### src/rtl/display_text_pkg.sv
// Shared character constants, state type and helpers for the display text writer.
package display_text_pkg;

  typedef byte unsigned char_t;

  localparam char_t ASCII_SPACE     = 8'h20;
  localparam char_t ASCII_BS        = 8'h08;
  localparam char_t ASCII_DEL       = 8'h7F;
  localparam char_t ASCII_CR        = 8'h0D;
  localparam char_t ASCII_ESC       = 8'h1B;
  localparam char_t ESC_CMD_CLEAR   = 8'h43;
  localparam char_t ESC_CMD_RESTORE = 8'h52;

  typedef enum logic {IDLE, ESC} writer_state_t;

  function automatic logic is_printable(input char_t c);
    return (c >= 8'h20) && (c <= 8'h7E);
  endfunction

endpackage

### src/rtl/uart_display_writer.sv
// Terminal-style writer for the seven-segment character buffer: append with
// scroll, backspace, clear and ESC commands, echoing accepted bytes to the UART.
// Handshake: rx_valid is a one-cycle strobe qualifying rx_data (no ready, the
// block accepts every byte); tx_start is a one-cycle strobe qualifying tx_data.
module uart_display_writer
  import display_text_pkg::*;
#(
  parameter int                       NUM_DIGITS  = 8,
  parameter logic [NUM_DIGITS*8-1:0]  INIT_TEXT   = {NUM_DIGITS{8'h20}},
  parameter int                       ESC_TIMEOUT = 1_000_000,
  parameter bit                       ECHO_EN     = 1'b1,
  localparam int                      CNT_W       = $clog2(NUM_DIGITS + 1),
  localparam int                      TMO_W       = (ESC_TIMEOUT > 1) ? $clog2(ESC_TIMEOUT) : 1
) (
  input  logic                    clk,
  input  logic                    rst_n,
  input  logic [7:0]              rx_data,
  input  logic                    rx_valid,
  output logic [NUM_DIGITS*8-1:0] digits,
  output logic [7:0]              tx_data,
  output logic                    tx_start,
  output logic [CNT_W-1:0]        char_count,
  output logic                    esc_active
);

  localparam logic [NUM_DIGITS*8-1:0] BLANK     = {NUM_DIGITS{ASCII_SPACE}};
  localparam logic [CNT_W-1:0]        COUNT_MAX = CNT_W'(NUM_DIGITS);
  localparam logic [TMO_W-1:0]        TMO_LAST  = TMO_W'(ESC_TIMEOUT - 1);

  writer_state_t           state_q, state_d;
  logic [TMO_W-1:0]        tmo_q, tmo_d;
  logic [NUM_DIGITS*8-1:0] digits_q, digits_d;
  logic [CNT_W-1:0]        count_q, count_d;
  logic [7:0]              tx_data_q, tx_data_d;
  logic                    tx_start_q, tx_start_d;
  logic                    esc_active_q;
  logic                    echo;
  logic [7:0]              echo_byte;

  always_comb begin
    state_d    = state_q;
    tmo_d      = tmo_q;
    digits_d   = digits_q;
    count_d    = count_q;
    tx_data_d  = tx_data_q;
    tx_start_d = 1'b0;
    echo       = 1'b0;
    echo_byte  = 8'h00;

    case (state_q)
      IDLE: begin
        if (rx_valid) begin
          if (is_printable(rx_data)) begin
            // digits[0] is the rightmost character, so new text enters at the LSB end
            digits_d  = {digits_q[NUM_DIGITS*8-9:0], rx_data};
            if (count_q != COUNT_MAX) count_d = count_q + CNT_W'(1);
            echo      = 1'b1;
            echo_byte = rx_data;
          end else if ((rx_data == ASCII_BS) || (rx_data == ASCII_DEL)) begin
            if (count_q != '0) begin
              digits_d  = {ASCII_SPACE, digits_q[NUM_DIGITS*8-1:8]};
              count_d   = count_q - CNT_W'(1);
              echo      = 1'b1;
              echo_byte = ASCII_BS;
            end
          end else if (rx_data == ASCII_CR) begin
            digits_d  = BLANK;
            count_d   = '0;
            echo      = 1'b1;
            echo_byte = ASCII_CR;
          end else if (rx_data == ASCII_ESC) begin
            state_d = ESC;
            tmo_d   = '0;
          end
        end
      end
      ESC: begin
        tmo_d = tmo_q + TMO_W'(1);
        // An argument byte takes priority over an expiring timeout
        if (rx_valid) begin
          state_d = IDLE;
          tmo_d   = '0;
          case (rx_data)
            ASCII_ESC: state_d = ESC;
            ESC_CMD_CLEAR: begin
              digits_d = BLANK;
              count_d  = '0;
            end
            ESC_CMD_RESTORE: begin
              digits_d = INIT_TEXT;
              count_d  = '0;
            end
            default: ;
          endcase
        end else if (tmo_q == TMO_LAST) begin
          state_d = IDLE;
          tmo_d   = '0;
        end
      end
      default: state_d = IDLE;
    endcase

    if (echo && ECHO_EN) begin
      tx_start_d = 1'b1;
      tx_data_d  = echo_byte;
    end
  end

  always_ff @(posedge clk or negedge rst_n) begin
    if (!rst_n) begin
      state_q      <= IDLE;
      tmo_q        <= '0;
      digits_q     <= INIT_TEXT;
      count_q      <= '0;
      tx_data_q    <= 8'h00;
      tx_start_q   <= 1'b0;
      esc_active_q <= 1'b0;
    end else begin
      state_q      <= state_d;
      tmo_q        <= tmo_d;
      digits_q     <= digits_d;
      count_q      <= count_d;
      tx_data_q    <= tx_data_d;
      tx_start_q   <= tx_start_d;
      esc_active_q <= (state_d == ESC);
    end
  end

  assign digits     = digits_q;
  assign char_count = count_q;
  assign tx_data    = tx_data_q;
  assign tx_start   = tx_start_q;
  assign esc_active = esc_active_q;

endmodule
### config.mk
export PLATFORM = sky130hd
export DESIGN_NAME = uart_display_writer
export DESIGN_NICKNAME = d
export VERILOG_FILES = /design/src/rtl/display_text_pkg.sv /design/src/rtl/uart_display_writer.sv
export SDC_FILE = /design/constraint.sdc
export NUM_CORES = 1
export LEC_CHECK = 0
export ABC_AREA = 0
export CORE_MARGIN = 4
export CORE_UTILIZATION = 47
export CTS_CLUSTER_SIZE = 16
export DETAILED_ROUTE_END_ITERATION = 8
export GPL_ROUTABILITY_DRIVEN = 1
export PLACE_DENSITY = 0.77
export SYNTH_ARGS = -nofsm -noshare
export SYNTH_HDL_FRONTEND = slang
export SYNTH_SLANG_ARGS = --single-unit
### constraint.sdc
create_clock -name clk -period 1.6 [get_ports clk]
set_input_delay 0.48 -clock clk [delete_from_list [all_inputs] [get_ports clk]]
set_output_delay 0.48 -clock clk [all_outputs]
set_load 0.01 [all_outputs]
# == After elaboration in Yosys (flattened, before gate mapping) ==
# Cells that the tools add are included.
# totals
reg_bits,98
input_bits,11
out_inout_bits,78
word_cells,83
# classes
add_sub_neg,3
magnitude_cmp,2
n_eq_ne,18
muxes,46
bitwise_logic,1
reduce_logical,7
# ops
cell,n
$mux 64,7
$mux 20,7
$pmux 64 s2,1
$mux 4,10
$pmux 20 s2,1
$mux 8,4
$eq 8x7->1 const B,3
$add 20x1->20 const B,1
$eq 20x20->1 const B,1
$eq 8x4->1 const B,2
$mux 1,14
$ne 2x2->1 const B,7
$ne 4x4->1 const B,3
$reduce_and 5->1,2
$eq 8x5->1 const B,1
$ge 8x6->1 const B,1
$le 8x7->1 const B,1
$pmux 4 s2,1
$reduce_and 6->1,1
$add 4x1->4 const B,1
$reduce_bool 4->1,1
$sub 4x1->4 const B,1
$ne 3x3->1 const B,1
$pmux 1 s2,1
other kinds (4),4

# == Logic depth before layout (Yosys ltp) ==
# depth
ltp_word,7
depth_mapped,9

# == Worst setup path after synthesis ==
# Ideal clock, no wire load.
# synth_path
path_type,input to register
from,input rx_data[6]
to,register digits_q[47] (netlist: digits[47])
setup_time_ps,95
arrival_time_ps,1857
required_time_ps,1505
slack_ps,-352
path_stages,8
cell_sequence,o21bai_1 -> a21o_1 -> nand2_1 -> o32ai_4 -> buf_6 -> buf_2 -> nand2_1 -> o31ai_1
# synth_between
elab_chain_cells,6
elab_cells_between_ends,18
# synth_lines
item,line,rtl
"start, declared",uart_display_writer.sv:17,"input logic [7:0] rx_data,"
branches (longest 6 deep; another with $ge 8x6->1),n/a,
"end signal, assigned",uart_display_writer.sv:121,digits_q <= digits_d;
"end, declared",uart_display_writer.sv:32,"logic [NUM_DIGITS*8-1:0] digits_q, digits_d;"
# Parallel ways; which one is timed is not known. The select of a mux whose other input is x is not followed.
# A chain may end at the register's enable or synchronous reset.

# == Worst setup path in the final report ==
# layout_path
from,register tmo_q[12]
to,register tmo_q[12]
# layout_between
elab_chain_cells,4
elab_cells_between_ends,5
# layout_lines
item,line,rtl
"start, declared",uart_display_writer.sv:31,"logic [TMO_W-1:0] tmo_q, tmo_d;"
"start signal, assigned",uart_display_writer.sv:120,tmo_q <= tmo_d;
$add 20x1->20 or $eq 20x20->1 (tied branches),"uart_display_writer.sv:78, uart_display_writer.sv:95",
$mux 20 *,uart_display_writer.sv:95,end else if (tmo_q == TMO_LAST) begin
$mux 20 *,uart_display_writer.sv:80,if (rx_valid) begin
$pmux 20 s2 *,uart_display_writer.sv:50,case (state_q)
# Every way passes the cells marked *; elsewhere a longest branch is shown, timed or not.

==> summary by stage <==
Run status
The run finished, with violations left. The checks that failed: design-rule violations, negative setup slack.

Placed design
Input and output buffers added on the ports amount to 88. The final estimated routing congestion in global placement is 0.830. After detailed placement, the design holds a cell count of 808. Once detailed placement completed, the half-perimeter wirelength came to 9.92 mm.

Clock network
Clock tree synthesis found a total of 98 sinks. The clock passes through at most 2 buffers. The CTS tree is built. The root buffer selected by CTS is sky130_fd_sc_hd__clkbuf_8. The number of CTS-inserted buffers is 9. The clock transition at the registers of the reported paths is 0.12 ns. The maximum level of the CTS H-tree is 3. At the later pin of the worst-skew pair, clock insertion delay measures 0.43 ns.

Synthesis
Yosys attributes the largest share of cell area to sky130_fd_sc_hd__dfrtp_1, sky130_fd_sc_hd__nand2_1, sky130_fd_sc_hd__o31ai_1. The post-synthesis cell area is 4850 um2. The commonest cells after synthesis are sky130_fd_sc_hd__nand2_1, sky130_fd_sc_hd__dfrtp_1, sky130_fd_sc_hd__nor2_1, sky130_fd_sc_hd__o21ai_0, sky130_fd_sc_hd__o31ai_1. The unique cell type count in the Yosys netlist is 49. Counting every net in the synthesized netlist gives 548. For this run, the leading register cell type out of synthesis is sky130_fd_sc_hd__dfrtp_1. The number of enable flip-flop cells after synthesis is 0. After synthesis, flip-flops and latches occupy 50.8% of the total area. The synthesized netlist cell count is 533. The most frequently used cell type in the post-synthesis netlist is sky130_fd_sc_hd__nand2_1. The fraction of synthesis flops using an asynchronous set or reset pin is 100%.

The cell taking the most area after synthesis is sky130_fd_sc_hd__dfrtp_1. During synthesis, Yosys emitted a total of 0 warnings. The register bit count reported by yosys is 98. The top cell type by area accounts for 46.5% of the synthesized area.

The post-synthesis area per instance is 9.10 um2.

STA
After layout, the worst setup slack is -0.789 ns. Between clock sinks in the finished design, the worst skew comes to 0.0323 ns. The max-slew violation total from the final report is 0. After layout, the worst path uses 149% of the clock period. The count of endpoints failing hold in the final timing report is 0.

For the finished layout, the period the worst path requires is 2.39 ns. Setup repair after global routing could not meet its margin everywhere. The worst slew margin relative to its limit is 51.4%. Setup violations remaining at the end of the flow were counted as 149.

At the pin with the least slew margin, the transition time is 0.724 ns. Based on the critical path, the design can be clocked at up to 419 MHz.

Final layout
In the final layout, flip-flops and latches occupy 2470 um2. In the final layout, the multi-input gates occupy 3460 um2. The fraction of layout instances using a drive strength above 1 is 58.3%. The finished layout holds 949 standard cells, fillers aside. After filler insertion, the fill cell instance count of the layout stands at 185. The synthesis-to-finish area growth is 97.0%. The count of nets after finishing is 823.

Global routing
The initial antenna violation count is 4. The maximum number of pins on one net before global-route repair is 35. Summed over all layers, the global routing overflow is 0.

The via count of the first global-routing pass came to 5990. The total global-route track usage is 36.0%. The wire length of the first global-routing pass is 32.8 mm.

Floorplan
The floorplan die height is 110 um. The chip width is 110 um. The floorplan core area is 9910 um2. The die covers 12000 um2. The initial utilization of the core area, before any placement, comes to 48.9%.

The total number of placement rows is 36. The I/O pin count is 89.

Job
Across the run, the number of max-cap violations was 0.

Worst setup path
The critical path capture point type is a flop. The worst register-to-register path ends at tmo_q[12]. The largest single stage delay on the critical path is 0.53 ns. Setup slack on the worst reg-to-reg path comes out at -0.79 ns. The worst-path cell with the longest stage delay is sky130_fd_sc_hd__nor4_4.

The worst setup path is launched from a flop. Along the worst path, the maximum fanout reaches 5. Data on the critical path is required at its endpoint by 1.86 ns. Walking the worst path, the cells encountered are nor4_4, nand2_2, o311ai_4, buf_6, buf_6, a21oi_2, o21ai_1, o31ai_1. The worst register-to-register path has a depth of 8. STA puts the critical path data arrival time at 2.65 ns.

The worst reg2reg path startpoint is tmo_q[12]. The worst setup path is of the flop to flop kind. The cell repeated most along the worst path is sky130_fd_sc_hd__buf_6.

Route
Dividing the detail-routed via count by the number of cells gives 7.39. In this run, the number of DRC markers left after iteration 0 of detailed routing was 1069. The total vias in the final route is 7009.

The final wirelength is 31.9 mm. The first-pass iteration count of the detailed router is 8. In the final routed layout, each cell accounts on average for 33.6 um.

The post-detailed-route count of antenna-violating nets is 0. The count of unresolved DRC violations after routing is 4.

Power and ir drop
Dividing total power by cell area gives a power density of 808 nW/um2. The worst-case IR drop observed on VDD is 0.000597 V. The leakage dissipation is 4.51 nW. Power comes to 7.72 mW.

Hold path
The start point of the worst min-delay path is rx_data[1]. The destination of the worst hold path is digits[1]. The cell depth of the worst hold path is 4. The worst hold path class is primary input to flop.
worst max path at each step:
stage | from | end | slack [ns] | cells past startpoint
after global routing | tmo_q[12] | tmo_q[12] | -0.84 | 8
after floorplan | rx_data[7] | digits[35] | -0.25 | 8
after detailed placement | rx_data[4] | tmo_q[9] | -1.24 | 6
after CTS | rx_data[1] | digits[38] | -0.39 | 11
after global placement | rx_data[4] | tmo_q[16] | -1.13 | 6
final | tmo_q[12] | tmo_q[12] | -0.79 | 8
cell usage in the layout (no fill, tap or decap), types with 8 or more instances in the layout:
master                              n
sky130_fd_sc_hd__clkbuf_16         13
sky130_fd_sc_hd__clkdlybuf4s15_1   12
sky130_fd_sc_hd__o21ai_1           19
sky130_fd_sc_hd__buf_12            19
sky130_fd_sc_hd__dlygate4sd2_1     53
sky130_fd_sc_hd__a22oi_1           22
sky130_fd_sc_hd__buf_4            144
sky130_fd_sc_hd__buf_6             26
sky130_fd_sc_hd__nand2_4           34
sky130_fd_sc_hd__buf_2             14
sky130_fd_sc_hd__nand2_2           19
sky130_fd_sc_hd__nand3_1           12
sky130_fd_sc_hd__a21oi_1           13
sky130_fd_sc_hd__o21ai_2           43
sky130_fd_sc_hd__nor2_1            25
sky130_fd_sc_hd__o31ai_1           10
sky130_fd_sc_hd__o31ai_4           18
sky130_fd_sc_hd__dfstp_2            8
sky130_fd_sc_hd__nor2_2             8
sky130_fd_sc_hd__a21oi_2           14
sky130_fd_sc_hd__nand2_1           43
sky130_fd_sc_hd__clkbuf_8          10
sky130_fd_sc_hd__buf_16            13
sky130_fd_sc_hd__dfrtp_1           85
report_power, final:
| group | internal (mW) | switching, mW |
|---|---|---|
| clock | 0.773 | 1.13 |
| sequential | 2.73 | 0.208 |
| combinational | 1.29 | 1.58 |
through the flow:
stage          utilization [%]  cell area, um2  setup TNS (ns)  setup slack, ns  hold WS [ns]
2_1_floorplan                -            4930          -21.25           -0.248         0.184
6_report                  96.4            9550          -46.78           -0.789         0.469
3_3_place_gp              66.9            6630          -88.93            -1.13         0.404
3_5_place_dp              66.9            6630          -93.32            -1.24         0.403
5_1_grt                   96.3            9550          -52.96           -0.845         0.469
4_1_cts                   83.4            8260          -25.99           -0.389         0.480
layer usage:
| layer | up-vias | share of wire (%) | GRT usage [%] |
|---|---|---|---|
| met3 | 383 | 14 | 7.22 |
| met4 | 4 | 12 | 20.2 |
| met2 | 847 | 44 | 62.0 |
| li1 | 2494 | - | - |
| met5 | - | 0.069 | 0 |
| met1 | 3281 | 30 | 41.7 |
what timing repair did:
item                                    in CTS  in global routing
buffers inserted                            63                 36
gates resized for setup                    328                210
gates cloned                                17                 15
endpoints found under the setup margin     176                132
endpoints found under the hold margin       14                  0
pin swaps                                   47                 55
hold buffers                                 1                  0
critical path, delay by kind of cell (launching register included):
family,cells,cell delay [ns]
compound gates,4,0.77
simple gates,2,0.68
flops,1,0.45
buf+inv,2,0.34
flip-flops by register name, indices dropped and copies added, names as in the netlist:
| register | cells |
|---|---|
| digits | 64 |
| tmo_q | 20 |
| tx_data | 8 |
| char_count | 4 |
| esc_active | 1 |
| tx_start | 1 |
kinds of logic (layout without fill, tap and decap cells):
group | after synthesis | after routing | synth area share [%]
compound gates | 194 | 194 | 25.5
simple gates | 188 | 188 | 17.4
flops | 98 | 98 | 50.8
buf+inv | 46 | 326 | 4.62
fa+ha+maj | 4 | 4 | 1.03
mux | 2 | 2 | 0.439
xor+xnor | 1 | 1 | 0.181
other cells | 0 | 3 | 0
cell type report:
cell class | instances | area share, %
Multi-Input combinational cell | 389 | 36.3
Antenna cell | 3 | 0.0786
Timing Repair Buffer | 304 | 33.7
Clock inverter | 6 | 0.681
Tap cell | 133 | 1.74
Inverter | 6 | 0.236
Sequential cell | 98 | 25.8
Clock buffer | 10 | 1.44
No activity file was read; power rests on OpenSTA's default activity.
